===== src/rtl/imem_pkg.sv =====
// Shared definitions for the instruction memory path: loader state
// encoding, memory geometry and the opcode constants the decoder also uses.
package imem_pkg;

  localparam int IMEM_DEPTH  = 8;
  localparam int IMEM_ADDR_W = 8;
  localparam int INSTR_W     = 8;

  localparam logic [1:0] OP_ADD  = 2'b00;
  localparam logic [1:0] OP_SLL  = 2'b01;
  localparam logic [1:0] OP_JUMP = 2'b11;

  typedef enum logic [2:0] {
    LOAD  = 3'd0,
    CKSUM = 3'd1,
    FLUSH = 3'd2,
    DONE  = 3'd3,
    ERR   = 3'd4
  } imem_state_t;

endpackage


===== src/rtl/imem_loader.sv =====
// Instruction memory loader: takes a program byte stream over valid/ready,
// drives the memory write port and holds the core in reset until the whole
// program has landed in memory.
//
// Optional build macro IMEM_LOADER_CKSUM_EN: after the s_last beat one extra
// checksum beat is taken; the load only succeeds if the sum of all program
// bytes plus that beat is zero (mod 256).
//
// state | meaning
// LOAD  | accepting program bytes, writing each one to memory
// CKSUM | waiting for the trailing checksum beat (checksum build only)
// FLUSH | final write is on the port; core still held
// DONE  | program loaded, core released
// ERR   | overflow or checksum mismatch; core held until reload/reset
module imem_loader
  import imem_pkg::*;
#(
  parameter int DEPTH  = IMEM_DEPTH,
  parameter int ADDR_W = IMEM_ADDR_W
) (
  input  logic               clk,
  input  logic               reset,
  input  logic               reload,
  input  logic               s_valid,
  input  logic [INSTR_W-1:0] s_data,
  input  logic               s_last,
  output logic               s_ready,
  output logic               wr_en,
  output logic [ADDR_W-1:0]  wr_addr,
  output logic [INSTR_W-1:0] wr_data,
  output logic               core_hold,
  output logic               load_done,
  output logic               load_err,
  output logic [ADDR_W-1:0]  byte_count
);

  // Top address; the count ceiling is clipped to what byte_count can hold.
  localparam logic [ADDR_W-1:0] LAST_ADDR = ADDR_W'(DEPTH - 1);
  localparam int COUNT_MAX_I = (DEPTH < (1 << ADDR_W)) ? DEPTH : (1 << ADDR_W) - 1;
  localparam logic [ADDR_W-1:0] COUNT_MAX = ADDR_W'(COUNT_MAX_I);

  imem_state_t       state, state_nxt;
  logic [ADDR_W-1:0] cnt;
  logic              accept;
  logic              load_accept;
  logic              cksum_ok;

  // A reload in the same cycle wins over any presented beat.
  assign s_ready     = ((state == LOAD) || (state == CKSUM)) && !reload;
  assign accept      = s_valid && s_ready;
  assign load_accept = accept && (state == LOAD);

  assign core_hold = (state != DONE);
  assign load_done = (state == DONE);
  assign load_err  = (state == ERR);

`ifdef IMEM_LOADER_CKSUM_EN
  logic [INSTR_W-1:0] sum;
  logic [INSTR_W-1:0] sum_total;

  assign sum_total = sum + s_data;
  assign cksum_ok  = (sum_total == '0);

  // Running mod-256 sum of program bytes; the checksum beat itself is excluded.
  always_ff @(posedge clk) begin
    if (!reset || reload) sum <= '0;
    else if (load_accept) sum <= sum + s_data;
  end
`else
  assign cksum_ok = 1'b0;
`endif

  // State register.
  always_ff @(posedge clk) begin
    if (!reset) state <= LOAD;
    else        state <= state_nxt;
  end

  // Next-state decode; overflow is flagged only when the byte at the top
  // address is not the last one, so a full-depth program is still legal.
  always_comb begin
    state_nxt = state;
    if (reload) begin
      state_nxt = LOAD;
    end else begin
      case (state)
        LOAD: begin
          if (accept) begin
            if (s_last) begin
`ifdef IMEM_LOADER_CKSUM_EN
              state_nxt = CKSUM;
`else
              state_nxt = FLUSH;
`endif
            end else if (cnt == LAST_ADDR) begin
              state_nxt = ERR;
            end
          end
        end
        CKSUM: begin
`ifdef IMEM_LOADER_CKSUM_EN
          if (accept) state_nxt = cksum_ok ? FLUSH : ERR;
`else
          state_nxt = ERR;
`endif
        end
        FLUSH:   state_nxt = DONE;
        DONE:    state_nxt = DONE;
        ERR:     state_nxt = ERR;
        default: state_nxt = ERR;
      endcase
    end
  end

  // Write port, address counter and byte count; cnt stops at the top
  // address so it can never wrap back onto already-written locations.
  always_ff @(posedge clk) begin
    if (!reset) begin
      wr_en      <= 1'b0;
      wr_addr    <= '0;
      wr_data    <= '0;
      cnt        <= '0;
      byte_count <= '0;
    end else begin
      wr_en <= load_accept;
      if (load_accept) begin
        wr_addr <= cnt;
        wr_data <= s_data;
        if (cnt != LAST_ADDR)        cnt        <= cnt + ADDR_W'(1);
        if (byte_count != COUNT_MAX) byte_count <= byte_count + ADDR_W'(1);
      end
      if (reload) begin
        cnt        <= '0;
        byte_count <= '0;
      end
    end
  end

endmodule


===== config.mk =====
export PLATFORM = sky130hd
export DESIGN_NAME = imem_loader
export DESIGN_NICKNAME = d
export VERILOG_FILES = /design/src/rtl/imem_pkg.sv /design/src/rtl/imem_loader.sv
export SDC_FILE = /design/constraint.sdc
export NUM_CORES = 1
export LEC_CHECK = 0
export ABC_AREA = 1
export CORE_ASPECT_RATIO = 1.4
export CORE_MARGIN = 2
export CORE_UTILIZATION = 45
export CTS_BUF_LIST = sky130_fd_sc_hd__clkbuf_4 sky130_fd_sc_hd__clkbuf_8
export DETAILED_ROUTE_END_ITERATION = 7
export HOLD_SLACK_MARGIN = 0.08
export PLACE_DENSITY = 0.74
export SLEW_MARGIN = 0
export SYNTH_ARGS = -nofsm -noshare
export SYNTH_HDL_FRONTEND = slang
export SYNTH_SLANG_ARGS = --single-unit

===== constraint.sdc =====
create_clock -name clk -period 2.72 [get_ports clk]
set_input_delay 0.816 -clock clk [delete_from_list [all_inputs] [get_ports clk]]
set_output_delay 0.816 -clock clk [all_outputs]
set_load 0.005 [all_outputs]

==> results of run 1 <==
## per-layer routing
metal  vias up  global-route usage
met1       694               0.208
met3         7              0.0489
li1        876                   -
met4         0              0.0857
met2        47               0.326
met5         -                   0
## cells in the final DEF (no fill, tap or decap)
cell type	synthesis	layout
nand2_1	85	85
clkdlybuf4s50_1	0	40
dfxtp_1	36	36
nor2_1	29	29
a21oi_1	29	29
inv_1	22	22
o21ai_0	12	12
nand3_1	8	8
clkbuf_8	0	7
buf_4	1	5
xor2_1	4	4
nor3_1	3	3
nor2_4	3	3
ha_1	3	3
nor2_2	2	2
nand3b_1	2	2
nor3b_1	2	2
nand4_2	1	1
xnor2_1	1	1
o21ai_1	1	1
dlygate4sd2_1	0	1
## power groups by stage
stage,registers (mW),logic (mW),clock network [mW]
floorplan,0.562,0.0490,0
detailed placement,0.561,0.110,0
finish,0.549,0.107,0.405
CTS,0.549,0.109,0.416
global placement,0.561,0.109,0
global route,0.551,0.122,0.439
## cells by family after synthesis
logic type | synth area share
AO/OA/AOI/OAI | 0.123
XOR/XNOR | 0.0256
adder cells (fa/ha/maj) | 0.0220
buffers and inverters | 0.0732
flip-flops | 0.422
AND/OR/NAND/NOR | 0.335
## sequential cells by signal (all words and copies together) (netlist names)
register,flops
byte_count,8
cnt,8
wr_addr,8
wr_data,8
state,3
wr_en,1
## worst min-delay path, stage by stage, from the launching register on
cell     delay (ns)
dfxtp_1        0.31
nand2_1        0.06
a21oi_1        0.05
## through the flow
step | total power [mW] | hold WS (ns) | instance area (um^2) | worst slack, ns | utilization
6_report | 1.06 | 0.461 | 2260 | 0.290 | 0.621
5_1_grt | 1.11 | 0.491 | 2260 | 0.173 | 0.621
4_1_cts | 1.07 | 0.466 | 2260 | 0.276 | 0.621
3_5_place_dp | 0.670 | 0.455 | 2170 | 0.00721 | 0.595
3_3_place_gp | 0.669 | 0.451 | 2170 | 0.00831 | 0.595
2_1_floorplan | 0.611 | 0.461 | 1710 | 0.928 | -
## repair_timing
action	4_1_cts	5_1_grt
setup buffers	0	0
gates resized for setup	1	0
setup endpoints to repair	1	0
## final timing paths
| check | end | depth (start not counted) | from | slack (ns) |
|---|---|---|---|---|
| worst max-delay path | s_ready | 3 | reload | 0.29 |
| worst max register to register | cnt[5]$_SDFFE_PP0P_ | 6 | cnt[0]$_SDFFE_PP0P_ | 1.23 |
| worst min-delay path | wr_data[3]$_SDFFE_PN0P_ | 2 | wr_data[3]$_SDFFE_PN0P_ | 0.46 |
| worst min register to register | wr_data[3]$_SDFFE_PN0P_ | 2 | wr_data[3]$_SDFFE_PN0P_ | 0.46 |
## cell type report
| type | instances | area, um^2 |
|---|---|---|
| inverters | 22 | 82.6 |
| well taps | 42 | 52.6 |
| fillers | 326 | 1380 |
| flip-flops and latches | 36 | 721 |
| repair buffers | 46 | 447 |
| clock buffers | 7 | 96.3 |
| multi-input cells | 185 | 863 |
==> metrics.txt, run 1 <==
DR iter-0 viols=between 50 and 60; crit end category=output pin; Unique masters post-synth=22; total wire length=roughly 3600 um; Non-Filler Instances=338; Hold Buf Count CTS=0; fin. max-slew vios=0; maxcap violations=0; top area cells in the synthesized netlist=dfxtp_1, nand2_1, a21oi_1; Worst path max stage delay=~0.42 ns; path type of the worst min-delay path=register to register; 1st-pass router iterations=4; Clock transition at path regs=about 0.070 ns; WL/cell=between 10 and 15 um; Antenna Nets Post-Route=0; unrepaired setup endpoints after global routing=no; global route overflow=0; Leak=0.872 nW; Critical Path RT=~1.9 ns; Crit Path Class=input port to output pin; largest net degree at the start of global routing=15; # nets final=approximately 310; Syn. warnings=0; pwr dens=around 470 mW/mm^2; met2 wire length=roughly 1800 um; setup TNS=0 ns; vias in the first global route=1475; Clock Latency Late Sink=0.29 ns; Peak VDD IR=roughly 0.00036 V; met3 routed WL=242 um; post-DP HPWL=~2700 um; total die area=0.00431 mm^2; DR vias=1624; Main synth FF type=dfxtp_1; placed insts=approximately 330; Ant. Diodes=0; Port Buffers=41; CTS Root Cell=clkbuf_8; DRC=0; initial antenna violation count=0; Vias/cell=between 4 and 5; Max Used Layer=met4; Setup-failing EPs final=0; CTS Sinks=36; dominant cell type by area after synthesis=dfxtp_1; status=finished, final reports clean; top-count cell post-synth=nand2_1; Post-Syn Instances=250; CTS tree=done; syn_area_per_cell=slightly below 7 um^2; CTS HTree Levels=2; Inserted Clock Buffers=5; fin crit share=0.894; IO Count=42; first-pass GRT wire length=~6500 um; Net Sw Frac=0.225; Slew @ Worst Pin=0.444 ns; Mapped Nets=~270; sw power=~0.24 mW; crit path max fanout=2; synth cell count leaders=nand2_1, dfxtp_1, a21oi_1, nor2_1, inv_1; area grow syn2layout=32.4%; height of the die=~77 um; startpoint types=input port; Pint=between 0.8 and 0.9 mW; Post-synth EDFFs=0; Max clock buf depth=2; GP Congestion=0.768; Fin. Hold Viols=0; Worst Path Arrival=around 1.6 ns; synthesis-stage register bit count=36; Synth async-reset ratio=0; layout cells sized above 1=0.0608; Fmax=0.411 GHz; Synth top area share=0.422; gr usage total=0.187; clock power share=0.382; crit path buf inv count=2; Initial Util=0.469; Worst slew margin=0.704; combinational power share=0.101; sequential power share=0.517; CP top delay family=buffers and inverters; register area share after synthesis=0.422; CP Cell Sequence=clkdlybuf4s50_1, nor3_1, dlygate4sd2_1; min Tclk post-route=~2.4 ns; Synth Cell Area=0.00171 mm^2; crit path max-delay cell type=clkdlybuf4s50_1; Metal-1 WL=between 1000 and 1500 um; Final Skew=around 0.0073 ns; CORE AREA=0.00364 mm^2; Die X=56.1 um; FP Rows=26
Note: power is estimated with default switching activity, not from simulation.
==> inputs of run 2 (changes only) <==
--- a/config.mk
+++ b/config.mk
@@ -13,6 +13,7 @@
 export DETAILED_ROUTE_END_ITERATION = 7
 export HOLD_SLACK_MARGIN = 0.08
 export PLACE_DENSITY = 0.74
+export REMOVE_ABC_BUFFERS = 1
 export SLEW_MARGIN = 0
 export SYNTH_ARGS = -nofsm -noshare
 export SYNTH_HDL_FRONTEND = slang
==> metrics.txt, run 2 (synthesis gave the netlist of run 1 again) <==
total die area=around 0.0043 mm^2; Critical Path RT=1.90 ns; crit end category=output pin; initial antenna violation count=0; number of setup buffers added after CTS=0; FP Rows=26; vias in the first global route=between 1000 and 1500; most common cell after layout, fill and taps aside=nand2_1; CP top delay family=buffers and inverters; Clock Latency Late Sink=between 0.2 and 0.3 ns; IO Count=42; setup TNS=0 ns; Initial Util=0.469; crit path max-delay cell type=clkdlybuf4s50_1; met3 usage=0.0506; CORE AREA=approximately 0.0036 mm^2; maxcap violations=0; largest net degree at the start of global routing=15; Worst Hold Margin=approximately 0.46 ns; crit path buf inv count=3; Max clock buf depth=2; # fillers=around 340; CTS Root Cell=clkbuf_8; Inserted Clock Buffers=5; gr usage total=0.180; Leak=about 0.88 nW; unrepaired setup endpoints after global routing=no; first-pass GRT wire length=~6300 um; Worst slew margin=0.696; CTS HTree Levels=2; final core occ=0.620; crit path max fanout=5; Setup-failing EPs final=0; total wire length=between 3000 and 4000 um; met2 Use GR=0.318; Die X=between 50 and 60 um; pwr dens=approximately 460 mW/mm^2; GP Congestion=0.873; min Tclk post-route=between 2 and 2.5 ns; Slew @ Worst Pin=between 0.4 and 0.5 ns; Vias/cell=4.83; GR Layer Usage met1=0.197; Port Buffers=41; height of the die=just under 80 um; total power=1.04 mW; Crit Path Class=register to output pin; fin. max-slew vios=0; WL/cell=~11 um; path type of the worst min-delay path=register to register; Peak VDD IR=between 0.0003 and 0.0004 V; Final Skew=about 0.0026 ns; CTS tree=done; GRT Max-Usage Layer=met2; global route overflow=0; Fmax=0.416 GHz; Worst Path Arrival=around 1.6 ns; 1st-pass router iterations=4; DR vias=1634; Antenna Nets Post-Route=0; CP Cell Sequence=inv_1, nor2_1, inv_1, nor2_1, clkdlybuf4s50_1; CTS Sinks=36; startpoint types=register; Hold Buf Count CTS=0; DR iter-0 viols=69; area grow syn2layout=32.2%; Clock transition at path regs=approximately 0.070 ns; Fin. Hold Viols=0; most frequent cells in the layout=nand2_1, clkdlybuf4s50_1, dfxtp_1; Worst path max stage delay=around 0.52 ns; # nets final=roughly 310; status=finished, final reports clean; fin crit share=0.883; Ant. Diodes=0; post-DP HPWL=roughly 2700 um; DRC=0; layout cells sized above 1=0.0642
==> run 2: through the flow <==
stage | cells | area [um^2] | worst slack (ns)
detailed placement | 330 | 2160 | 0.0114
floorplan | 243 | 1670 | 0.923
global route | 338 | 2260 | 0.184
global placement | 330 | 2160 | 0.0275
finish | 338 | 2260 | 0.318
CTS | 338 | 2250 | 0.00105
==> run 2: timing repair <==
action | in CTS | in global routing
hold endpoints to repair | 0 | 0
endpoints found under the setup margin | 0 | 1
resized for setup | 0 | 2
==> run 2: metal layers <==
| metal | share of wire | vias up | routed length, um |
|---|---|---|---|
| met5 | 0 | - | 0 |
| met4 | 0.022 | 0 | 80 |
| met3 | 0.052 | 8 | 187 |
| met2 | 0.50 | 39 | 1830 |
| met1 | 0.42 | 711 | 1530 |
| li1 | - | 876 | - |
==> run 2: final cells by class <==
class	count	area [um^2]	share of cell area
well taps	42	52.6	0.0233
clock buffers	6	82.6	0.0365
clock inverters	2	10.0	0.00443
repair buffers	45	443	0.196
inverters	22	82.6	0.0365
multi-input cells	185	868	0.384
flip-flops and latches	36	721	0.319
==> run 2: tightest hold or removal path, cell delays in order (launching register included) <==
cell	delay [ns]
dfxtp_1	0.31
nand2_1	0.06
a21oi_1	0.05
==> run 2: worst paths after layout <==
path,startpoint,end,slack [ns],depth (start not counted)
max reg2reg,state[2]$_SDFFE_PP0P_,cnt[1]$_SDFFE_PP0P_,1.23,6
max,state[1]$_SDFFE_PP0P_,load_done,0.32,5
min,wr_data[4]$_SDFFE_PN0P_,wr_data[4]$_SDFFE_PN0P_,0.46,2
min reg2reg,wr_data[4]$_SDFFE_PN0P_,wr_data[4]$_SDFFE_PN0P_,0.46,2
==> run 2: power breakdown <==
part | switching, mW | total [mW] | internal (mW)
combinational | 0.0520 | 0.108 | 0.0558
sequential | 0.00802 | 0.549 | 0.541
clock | 0.184 | 0.386 | 0.202
